$ cat src/rtl/bm_seq_div_str_arch.sv
// bm_seq_div_str_arch: sequential restoring divider, one quotient bit per clock
// BM_SEQ_DIV_SIGNED_EN selects two's complement operands with a one-cycle sign fix-up
module bm_seq_div_str_arch #(
   parameter int DIVIDEND_W = 36,
   parameter int DIVISOR_W  = 18,
   parameter int CNT_W      = 6
) (
   input  logic                  clock,
   input  logic                  reset,
   input  logic                  start,
   input  logic [DIVIDEND_W-1:0] dividend,
   input  logic [DIVISOR_W-1:0]  divisor,
   output logic                  busy,
   output logic                  done,
   output logic                  div_by_zero,
   output logic [DIVIDEND_W-1:0] quotient,
   output logic [DIVISOR_W-1:0]  remainder
);
   typedef enum logic [1:0] {IDLE, RUN, FIX, DONE} state_t;
   state_t state, state_nxt;
   logic [CNT_W-1:0]      cnt;
   logic [DIVIDEND_W-1:0] acc, acc_nxt, dvd_mag;
   logic [DIVISOR_W:0]    prem, prem_nxt;
   logic [DIVISOR_W+1:0]  shifted;
   logic [DIVISOR_W-1:0]  dvs, dvs_mag;
   logic accept, zero, last, ge;
`ifdef BM_SEQ_DIV_SIGNED_EN
   logic neg_q, neg_r;
   localparam state_t LAST_NXT = FIX;
   assign dvd_mag = dividend[DIVIDEND_W-1] ? -dividend : dividend;
   assign dvs_mag = divisor[DIVISOR_W-1] ? -divisor : divisor;
`else
   localparam state_t LAST_NXT = DONE;
   assign dvd_mag = dividend;
   assign dvs_mag = divisor;
`endif
   assign accept = start && (state == IDLE || state == DONE);
   assign zero = divisor == '0;
   assign last = state == RUN && cnt == CNT_W'(1);
   assign busy = state == RUN || state == FIX;
   assign done = state == DONE;
   assign shifted = {prem, acc[DIVIDEND_W-1]};
   assign ge = shifted >= (DIVISOR_W+2)'(dvs);
   assign prem_nxt = (DIVISOR_W+1)'(ge ? shifted - (DIVISOR_W+2)'(dvs) : shifted);
   assign acc_nxt = {acc[DIVIDEND_W-2:0], ge};

   always_comb begin
      state_nxt = accept ? (zero ? DONE : RUN) :
                  last ? LAST_NXT :
                  state == FIX ? DONE :
                  state == DONE ? IDLE : state;
   end

   always_ff @(posedge clock) begin
      if (reset) state <= IDLE;
      else state <= state_nxt;
   end

   always_ff @(posedge clock) begin
      if (reset) begin
         cnt <= '0;
         acc <= '0;
         prem <= '0;
         dvs <= '0;
         div_by_zero <= 1'b0;
         quotient <= '0;
         remainder <= '0;
`ifdef BM_SEQ_DIV_SIGNED_EN
         neg_q <= 1'b0;
         neg_r <= 1'b0;
`endif
      end else if (accept) begin
         div_by_zero <= zero;
         if (zero) begin
            quotient <= '1;
            remainder <= dividend[DIVISOR_W-1:0];
         end else begin
            acc <= dvd_mag;
            dvs <= dvs_mag;
            prem <= '0;
            cnt <= CNT_W'(DIVIDEND_W);
`ifdef BM_SEQ_DIV_SIGNED_EN
            neg_q <= dividend[DIVIDEND_W-1] ^ divisor[DIVISOR_W-1];
            neg_r <= dividend[DIVIDEND_W-1];
`endif
         end
      end else if (state == RUN) begin
         acc <= acc_nxt;
         prem <= prem_nxt;
         cnt <= cnt - CNT_W'(1);
`ifndef BM_SEQ_DIV_SIGNED_EN
         if (last) begin
            quotient <= acc_nxt;
            remainder <= prem_nxt[DIVISOR_W-1:0];
         end
`endif
      end
`ifdef BM_SEQ_DIV_SIGNED_EN
      else if (state == FIX) begin
         quotient <= neg_q ? -acc : acc;
         remainder <= neg_r ? -prem[DIVISOR_W-1:0] : prem[DIVISOR_W-1:0];
      end
`endif
   end
endmodule

$ cat config.mk
export PLATFORM = sky130hd
export DESIGN_NAME = bm_seq_div_str_arch
export DESIGN_NICKNAME = d
export VERILOG_FILES = /design/src/rtl/bm_seq_div_str_arch.sv
export SDC_FILE = /design/constraint.sdc
export NUM_CORES = 1
export LEC_CHECK = 0
export ABC_AREA = 1
export CORE_MARGIN = 8
export CORE_UTILIZATION = 41
export CTS_BUF_LIST = sky130_fd_sc_hd__clkbuf_4 sky130_fd_sc_hd__clkbuf_8 sky130_fd_sc_hd__clkbuf_16
export DETAILED_ROUTE_END_ITERATION = 10
export PLACE_DENSITY = 0.75
export SKIP_CTS_REPAIR_TIMING = 1
export SLEW_MARGIN = 20
export SYNTH_ARGS = -nofsm -noshare
export SYNTH_HDL_FRONTEND = slang
export SYNTH_SLANG_ARGS = --single-unit
$ cat constraint.sdc
create_clock -name clock -period 2.5 [get_ports clock]
set_input_delay 0.25 -clock clock [delete_from_list [all_inputs] [get_ports clock]]
set_output_delay 0.25 -clock clock [all_outputs]
set_load 0.01 [all_outputs]
==> impl_metrics.toml, run 1 <==
[sta]
finalSetupViolCount = 0
finClkSkew_ns = 0.0108
rsz0062_at_grt = "false"
fmax_ghz = 0.441
period_share = 0.907
slew_headroom = 0.693
setup_tns_ns = 0
finalHoldViolCount = 0
setup_ws_ns = 0.233
maxSlewViolCount = 0
worst_pin_slew_ns = 0.460
hold_slack_ns = 0.439
min_period_ns = 2.27

[critical_path]
critPathMaxStageDelay_ns = 0.40
path_max_fanout = 7
start_kind = "flip-flop"
critPathArrivalTime_ns = 2.59
r2r-start = "acc[35]$_SDFFE_PP0P_"
slowest_stage = "fa_1"
worstSetupEndpointType = "flip-flop"
path_cells = "inv_1 > ha_1 > fa_1 > inv_1 > nand2_1 > nand2_2 > nand3_2 > nand3_2 > nand2_2 > nand2_2 > nor2_4 > buf_4 > nand2_1 > nand3_1 > nand2_1 > inv_1"
timing.rr.end = "prem[6]$_SDFFE_PP0P_"
worstPathRequired_ns = 2.83
crit_buf_inv = 4
crit_type = "reg -> reg"
cpLargestDelayFamily = "simple AND/OR/NAND/NOR gates"
r2r_slack_ns = 0.23
reg2reg_depth = 16

[global_route]
grt_usage = 0.190
antenna_found_initial = 0
first_global_vias = 7053
grt_start_max_net_pins = 92
overflow = 0
grt_pass1_wl_um = 34300

[pwr]
power_frac_seq = 0.274
p_comb_frac = 0.506
p_per_area_mw_per_mm2 = 1220
switching_share = 0.448
power.switching_mw = 5.01
peakVddDrop_mv = 0.889
clkPwrFrac = 0.220
p_int_mw = 6.18
finalPower_mw = 11.2
power.leakage_nw = 4.57

[place]
pre_cts_slack_ns = 0.155
dp_hpwl_um = 14700
io_buffers = 113
post_dp_cell_area_mm2 = 0.00852
gp_congestion = 0.909

[route]
vias_per_cell = 5.08
wirelength_um = 20700
drc = 0
ant_nets = 0
wl_per_cell_um = 14.7
drtPass1Iterations = 5
vias = 7121
drt_iter0_drc = 621

[clocking]
numCtsBuffers = 17
clock_sinks = 136
clock_latency_ns = 0.43
clk_pin_slew_ns = 0.06
cts_root_buf = "clkbuf_16"
h-tree-depth = 4
cts_tree = "done"
clk_path_buf_depth = 2

[cells_and_area]
finalInstanceArea_mm2 = 0.00914
nets = 1246
regArea_mm2 = 0.00272
drive_gt1_frac = 0.0713
multi_input_area_mm2 = 0.00349
n_antenna_cell = 0
area_growth_syn_to_layout_pct = 27.8
nFillCells = 1661

[floorplan]
dieArea_mm2 = 0.0219
ios = 114
die_y_um = 148
core_area_mm2 = 0.0172
start_util = 0.417
die_w_um = 148
rows = 48

[worst_hold_path]
hold_path_depth = 3
hp-class = "in -> reg"
whs_endpoint = "acc[12]$_SDFFE_PP0P_"
min_from = "dividend[12]"

[synthesis]
syn_area_per_cell_um2 = 6.73
synth_cell_types = 39
syn_nets = 1144
synthCells = 1063
ys_seq_elements = 136
seq_area_frac_synth = 0.381
mappedNetlistArea_mm2 = 0.00715
yosysWarnings = 0

[flow_run]
cap_violations = 0

[status]
status = "finished, final reports clean"
-- power by group through the flow --
stage	Clock, mW	Combinational, mW	Sequential, mW
after floorplan	0	4.14	3.03
after global placement	0	5.33	3.09
after detailed placement	0	5.42	3.09
after CTS	2.49	5.46	3.06
after global routing	2.59	6.37	3.13
final	2.46	5.66	3.07
-- synth_stat cells (all sizes together) --
master | n | area share
a31oi | 27 | 0.024
nor2 | 85 | 0.048
xor2 | 7 | 0.0086
inv | 192 | 0.10
a21oi | 75 | 0.055
ha | 23 | 0.040
fa | 1 | 0.0028
nand2 | 236 | 0.13
clkbuf | 34 | 0.018
nand3 | 61 | 0.045
a211o | 1 | 0.0012
xnor2 | 2 | 0.0024
a211oi | 2 | 0.0021
a21o | 1 | 0.0010
o21ai | 125 | 0.089
or2 | 3 | 0.0026
o31ai | 1 | 0.0010
nand4 | 1 | 0.00087
o221ai | 5 | 0.0061
mux2i | 2 | 0.0028
nor3 | 9 | 0.0079
nor2b | 1 | 0.00087
o21bai | 16 | 0.017
buf | 16 | 0.013
o211ai | 1 | 0.0010
dfxtp | 136 | 0.38
-- metal layers --
layer | part of all wire | GRT usage
met5 | 0 | 0
met4 | 0.020 | 0.0734
met3 | 0.070 | 0.0480
met2 | 0.47 | 0.314
met1 | 0.44 | 0.233
-- cell usage in the layout (no fill, tap or decap), types with 18 or more instances in the layout --
master	n
clkbuf_16	18
ha_1	23
nor2_1	79
dfxtp_1	136
inv_1	189
nand2_1	221
clkdlybuf4s50_1	113
nand3_1	58
o21ai_0	124
a21oi_1	73
a31oi_1	27
-- state kept, by name, summed over array words and instances, names as in the netlist --
register,cells
acc,36
quotient,36
prem,19
dvs,18
remainder,18
cnt,6
state,2
div_by_zero,1
-- worst max path at each step --
| stage | start | to | slack [ns] | cells past startpoint |
|---|---|---|---|---|
| after floorplan | acc[35]$_SDFFE_PP0P_ | prem[6]$_SDFFE_PP0P_ | 0.45 | 15 |
| after global placement | divisor[12] | remainder[5]$_SDFFE_PP0P_ | 0.19 | 11 |
| after detailed placement | divisor[10] | remainder[5]$_SDFFE_PP0P_ | 0.16 | 11 |
| after CTS | state[0]$_SDFFE_PP0P_ | cnt[5]$_SDFFE_PP0P_ | 0.18 | 11 |
| after global routing | acc[35]$_SDFFE_PP0P_ | prem[6]$_SDFFE_PP0P_ | 0.004 | 16 |
| final | acc[35]$_SDFFE_PP0P_ | prem[6]$_SDFFE_PP0P_ | 0.23 | 16 |
-- metrics by stage --
step | cells | utilization
after global placement | 1368 | 0.496
after global routing | 1403 | 0.532
after detailed placement | 1368 | 0.496
after floorplan | 1063 | -
final | 1403 | 0.532
after CTS | 1400 | 0.530
-- area by class of cell --
type / count / area share
sequential: 136 / 0.298
clock buffer: 18 / 0.0480
timing repair buffer: 133 / 0.148
tap: 225 / 0.0308
inverter: 192 / 0.0788
multi-input combinational: 685 / 0.382
clock inverter: 14 / 0.0155
-- kinds of logic (layout without fill, tap and decap cells) --
family / Yosys count / after routing / share of synthesized area
buf+inv: 242 / 357 / 0.132
flops: 136 / 136 / 0.381
mux: 2 / 2 / 0.00280
xor+xnor: 9 / 9 / 0.0110
compound gates: 254 / 254 / 0.197
simple gates: 396 / 396 / 0.234
fa+ha+maj: 24 / 24 / 0.0430
-- worst reg2reg max path, cell delays in order, from the launching register on --
cell and delay, ns:
dfxtp_1 0.35, inv_1 0.05, ha_1 0.21, fa_1 0.40, inv_1 0.09, nand2_1 0.08
nand2_2 0.09, nand3_2 0.07, nand3_2 0.09, nand2_2 0.08, nand2_2 0.10, nor2_4 0.05
buf_4 0.16, nand2_1 0.11, nand3_1 0.11, nand2_1 0.07, inv_1 0.03
No activity file was read; power rests on OpenSTA's default activity.
==> run 2: changes to the inputs <==
--- a/config.mk
+++ b/config.mk
@@ -6,13 +6,13 @@
 export NUM_CORES = 1
 export LEC_CHECK = 0
 export ABC_AREA = 1
+export CORE_ASPECT_RATIO = 0.9
 export CORE_MARGIN = 8
 export CORE_UTILIZATION = 41
 export CTS_BUF_LIST = sky130_fd_sc_hd__clkbuf_4 sky130_fd_sc_hd__clkbuf_8 sky130_fd_sc_hd__clkbuf_16
 export DETAILED_ROUTE_END_ITERATION = 10
 export PLACE_DENSITY = 0.75
 export SKIP_CTS_REPAIR_TIMING = 1
-export SLEW_MARGIN = 20
 export SYNTH_ARGS = -nofsm -noshare
 export SYNTH_HDL_FRONTEND = slang
 export SYNTH_SLANG_ARGS = --single-unit
==> run 2 against run 1 <==
Non-clock buffer count fell by 5. Worst hold slack worse by 0.011 ns. Clock skew is 0.0044 ns lower. Final area decreased by 0.12%. Sequential power about the same. Critical path type unchanged. Critical endpoint is now acc[12]$_SDFFE_PP0P_. Largest power group unchanged. Highest routed layer unchanged.
==> impl_metrics.toml, run 2 (synthesis gave the netlist of run 1 again) <==
[sta]
setup_tns_ns = 0
finalSetupViolCount = 0
slew_headroom = 0.608
fmax_ghz = 0.437
setup_ws_ns = 0.210
rsz0062_at_grt = "false"
maxSlewViolCount = 0
hold_slack_ns = 0.429
min_period_ns = 2.29
finalHoldViolCount = 0
period_share = 0.916
finClkSkew_ns = 0.00642
worst_pin_slew_ns = 0.587

[clocking]
cts_tree = "done"
clock_sinks = 136
h-tree-depth = 4
cts_root_buf = "clkbuf_16"
numCtsBuffers = 17
clock_latency_ns = 0.43
clk_pin_slew_ns = 0.06
clk_path_buf_depth = 2

[critical_path]
start_kind = "flip-flop"
worstSetupEndpointType = "flip-flop"
path_max_fanout = 63
timing.rr.end = "acc[12]$_SDFFE_PP0P_"
reg2reg_depth = 10
crit_top_cell = "inv_1"
crit_type = "reg -> reg"
r2r_slack_ns = 0.21
critPathArrivalTime_ns = 2.63
slowest_stage = "dfxtp_1"
worstPathRequired_ns = 2.84
r2r-start = "state[0]$_SDFFE_PP0P_"
critPathMaxStageDelay_ns = 0.35
path_cells = "inv_1 > ha_1 > nand2_1 > inv_2 > nor2_4 > inv_1 > nand2_2 > buf_12 > o21ai_0 > a31oi_1"

[worst_hold_path]
min_from = "dividend[3]"
hp-class = "in -> reg"
whs_endpoint = "acc[3]$_SDFFE_PP0P_"
hold_path_depth = 3

[global_route]
grt_pass1_wl_um = 32600
antenna_found_initial = 0
first_global_vias = 6533
grt_usage = 0.184
grt_start_max_net_pins = 64
overflow = 0

[cells_and_area]
nFillCells = 1712
multi_input_area_mm2 = 0.00349
area_growth_syn_to_layout_pct = 27.6
n_antenna_cell = 0
biggestRegsByFlops = "acc: 36 flops, quotient: 36 flops, prem: 19 flops"
finalInstanceArea_mm2 = 0.00913
final_cell_mix = "nand2_1, inv_1, dfxtp_1, o21ai_0, clkdlybuf4s50_1"
mostFrequentLayoutCell = "nand2_1"
nets = 1241
drive_gt1_frac = 0.0649
regArea_mm2 = 0.00272

[pwr]
power.switching_mw = 4.90
power.leakage_nw = 4.55
finalPower_mw = 11.3
p_per_area_mw_per_mm2 = 1230
p_int_mw = 6.37
switching_share = 0.435
power_frac_seq = 0.275
clkPwrFrac = 0.226
p_comb_frac = 0.499
peakVddDrop_mv = 0.628

[route]
ant_nets = 0
drtPass1Iterations = 5
drc = 0
vias_per_cell = 4.94
drt_iter0_drc = 541
wl_per_cell_um = 14.4
wirelength_um = 20300
vias = 6966

[floorplan]
ios = 114
core_area_mm2 = 0.0174
die_y_um = 141
dieArea_mm2 = 0.0219
die_w_um = 155
start_util = 0.412
rows = 46

[flow_run]
cap_violations = 0

[place]
post_dp_cell_area_mm2 = 0.00850
io_buffers = 113
dp_hpwl_um = 14700
gp_congestion = 0.929
pre_cts_slack_ns = 0.136

[status]
status = "finished, final reports clean"
run 2: changes by cell type in the layout (fill, tap and decap cells not counted):
| cell | previous run | this run |
|---|---|---|
| nand2_2 | 15 | 14 |
| clkbuf_4 | 0 | 1 |
| clkinv_4 | 6 | 1 |
| buf_4 | 15 | 10 |
| clkbuf_16 | 18 | 17 |
| inv_6 | 4 | 0 |
| buf_6 | 0 | 1 |
| bufinv_16 | 1 | 2 |
| clkbuf_8 | 1 | 6 |
| inv_8 | 1 | 0 |
| nand2_1 | 221 | 222 |
| clkinvlp_4 | 1 | 2 |
run 2: worst max path at each step:
stage	from	slack [ns]	endpoint
after CTS	state[0]$_SDFFE_PP0P_	0.14	acc[33]$_SDFFE_PP0P_
after global routing	state[0]$_SDFFE_PP0P_	0.007	acc[9]$_SDFFE_PP0P_
final	state[0]$_SDFFE_PP0P_	0.21	acc[12]$_SDFFE_PP0P_
after global placement	divisor[6]	0.15	remainder[11]$_SDFFE_PP0P_
after detailed placement	divisor[6]	0.14	remainder[13]$_SDFFE_PP0P_
after floorplan	acc[35]$_SDFFE_PP0P_	0.45	prem[6]$_SDFFE_PP0P_
run 2: metrics by stage:
stage,utilization,instances
2_1_floorplan,-,1063
3_3_place_gp,0.489,1380
3_5_place_dp,0.489,1380
4_1_cts,0.524,1410
5_1_grt,0.525,1411
6_report,0.525,1411
run 2: critical path, delay by kind of cell, from the launching register on:
| family | cells | cell delay [ns] |
|---|---|---|
| compound gates | 2 | 0.33 |
| fa+ha+maj | 1 | 0.31 |
| buf+inv | 4 | 0.59 |
| flops | 1 | 0.35 |
| simple gates | 3 | 0.59 |
run 2: layout make-up:
type	count	share of cell area
flip-flops and latches	136	0.298
multi-input cells	685	0.382
well taps	240	0.0329
clock inverters	6	0.00973
clock buffers	24	0.0565
inverters	192	0.0789
repair buffers	128	0.142
run 2: per-layer routing:
| metal | part of all wire | vias up | GRT usage |
|---|---|---|---|
| li1 | - | 3565 | - |
| met1 | 0.48 | 3164 | 0.250 |
| met2 | 0.43 | 213 | 0.280 |
| met3 | 0.072 | 24 | 0.0423 |
| met4 | 0.016 | 0 | 0.0638 |
| met5 | 0 | - | 0 |
run 2: power by group through the flow:
stage          registers, mW  clock network (mW)  logic, mW
4_1_cts                 3.09                2.58       5.48
5_1_grt                 3.16                2.68       6.33
3_3_place_gp            3.12                   0       5.33
6_report                3.10                2.55       5.62
2_1_floorplan           3.03                   0       4.14
3_5_place_dp            3.12                   0       5.43
==> run 3: changes to the inputs <==
--- a/config.mk
+++ b/config.mk
@@ -9,7 +9,6 @@
 export CORE_ASPECT_RATIO = 0.9
 export CORE_MARGIN = 8
 export CORE_UTILIZATION = 41
-export CTS_BUF_LIST = sky130_fd_sc_hd__clkbuf_4 sky130_fd_sc_hd__clkbuf_8 sky130_fd_sc_hd__clkbuf_16
 export DETAILED_ROUTE_END_ITERATION = 10
 export PLACE_DENSITY = 0.75
 export SKIP_CTS_REPAIR_TIMING = 1
==> run 3 against run 2 <==
Register-to-register slack about the same. Combinational power about the same. Fmax about the same. Highest routed layer unchanged.
==> impl_metrics.toml, run 3 (synthesis gave the netlist of run 1 again) <==
[critical_path]
reg2reg_depth = 10
start_kind = "flip-flop"
path_max_fanout = 63
r2r_slack_ns = 0.21
crit_start = "state[0]$_SDFFE_PP0P_"
worstSetupEndpointType = "flip-flop"
r2r-start = "state[0]$_SDFFE_PP0P_"
crit_type = "reg -> reg"
timing.rr.end = "acc[12]$_SDFFE_PP0P_"
critPathArrivalTime_ns = 2.63
worstPathRequired_ns = 2.84
endpoint = "acc[12]$_SDFFE_PP0P_"

[clocking]
h-tree-depth = 4
clock_latency_ns = 0.43
numCtsBuffers = 17
clk_pin_slew_ns = 0.06
clk_path_buf_depth = 2
clock_sinks = 136
cts_root_buf = "clkbuf_16"
cts_tree = "done"

[place]
io_buffers = 113
dp_cells = 1380
gp_congestion = 0.929
dp_hpwl_um = 14700
pre_cts_slack_ns = 0.136

[flow_run]
cap_violations = 0

[sta]
slew_headroom = 0.605
setup_tns_ns = 0
rsz0062_at_grt = "false"
fmax_ghz = 0.437
worst_pin_slew_ns = 0.592
finalSetupViolCount = 0
maxSlewViolCount = 0
period_share = 0.916
setup_ws_ns = 0.211
finClkSkew_ns = 0.00645
finalHoldViolCount = 0
min_period_ns = 2.29

[cells_and_area]
area_growth_syn_to_layout_pct = 27.6
final_cell_mix = "nand2_1, inv_1, dfxtp_1, o21ai_0, clkdlybuf4s50_1"
n_antenna_cell = 0
multi_input_area_mm2 = 0.00349
nFillCells = 1712
regArea_mm2 = 0.00272
nets = 1241
biggestRegsByFlops = "acc: 36 flops, quotient: 36 flops, prem: 19 flops"
mostFrequentLayoutCell = "nand2_1"
drive_gt1_frac = 0.0640
utilization = 0.525
final_cells = 1411

[route]
wl_per_cell_um = 14.4
drtPass1Iterations = 7
ant_nets = 0
vias_per_cell = 4.93
drt_iter0_drc = 548
wirelength_um = 20300
drc = 0
vias = 6960

[pwr]
peakVddDrop_mv = 0.628
power.leakage_nw = 4.55
p_per_area_mw_per_mm2 = 1230
finalPower_mw = 11.3

[floorplan]
ios = 114
start_util = 0.412
core_area_mm2 = 0.0174
die_y_um = 141
die_w_um = 155
dieArea_mm2 = 0.0219
rows = 46

[global_route]
grt_start_max_net_pins = 64
antenna_found_initial = 0
grt_usage = 0.184
first_global_vias = 6533
grt_pass1_wl_um = 32600
overflow = 0

[status]
status = "finished, final reports clean"

[worst_hold_path]
min_from = "dividend[3]"
hp-class = "in -> reg"
-- run 3: cell counts in the layout (fill, tap and decap cells not counted) --
Identical to the previous run, type by type.
-- run 3: critical path, stage by stage, from the launching register on --
cell and delay, ns:
dfxtp_1 0.35, inv_1 0.07, ha_1 0.31, nand2_1 0.24, inv_2 0.16, nor2_4 0.11, inv_1 0.09, nand2_2 0.24
buf_12 0.27, o21ai_0 0.13, a31oi_1 0.20
-- run 3: worst min-delay path by stage --
stage | to | slack [ns] | cells past startpoint
floorplan | dvs[0]$_SDFFE_PP0P_ | 0.42 | 2
global placement | quotient[11]$_SDFFE_PP0P_ | 0.45 | 2
detailed placement | quotient[13]$_SDFFE_PP0P_ | 0.45 | 2
CTS | acc[3]$_SDFFE_PP0P_ | 0.42 | 3
global route | acc[4]$_SDFFE_PP0P_ | 0.44 | 3
finish | acc[3]$_SDFFE_PP0P_ | 0.43 | 3
-- run 3: final cells by class --
class	instances	area share
Sequential cell	136	0.298
Tap cell	240	0.0329
Timing Repair Buffer	128	0.142
Clock inverter	6	0.00973
Inverter	192	0.0790
Clock buffer	24	0.0561
Multi-Input combinational cell	685	0.382
-- run 3: per-layer routing --
layer  wire (um)  track usage  share of wire
met1        9830        0.250           0.48
met2        8730        0.280           0.43
met3        1460       0.0423          0.072
met4         322       0.0638          0.016
met5           0            0              0
-- run 3: per-stage QoR --
| step | area, um2 | hold WS, ns |
|---|---|---|
| 3_5_place_dp | 8500 | 0.455 |
| 6_report | 9130 | 0.428 |
| 2_1_floorplan | 7150 | 0.417 |
| 3_3_place_gp | 8500 | 0.449 |
| 5_1_grt | 9130 | 0.439 |
| 4_1_cts | 9100 | 0.416 |
-- run 3: where the power goes --
group | switching, mW | internal [mW]
sequential | 0.373 | 2.72
clock | 0.928 | 1.62
combinational | 3.60 | 2.02
total | 4.90 | 6.36
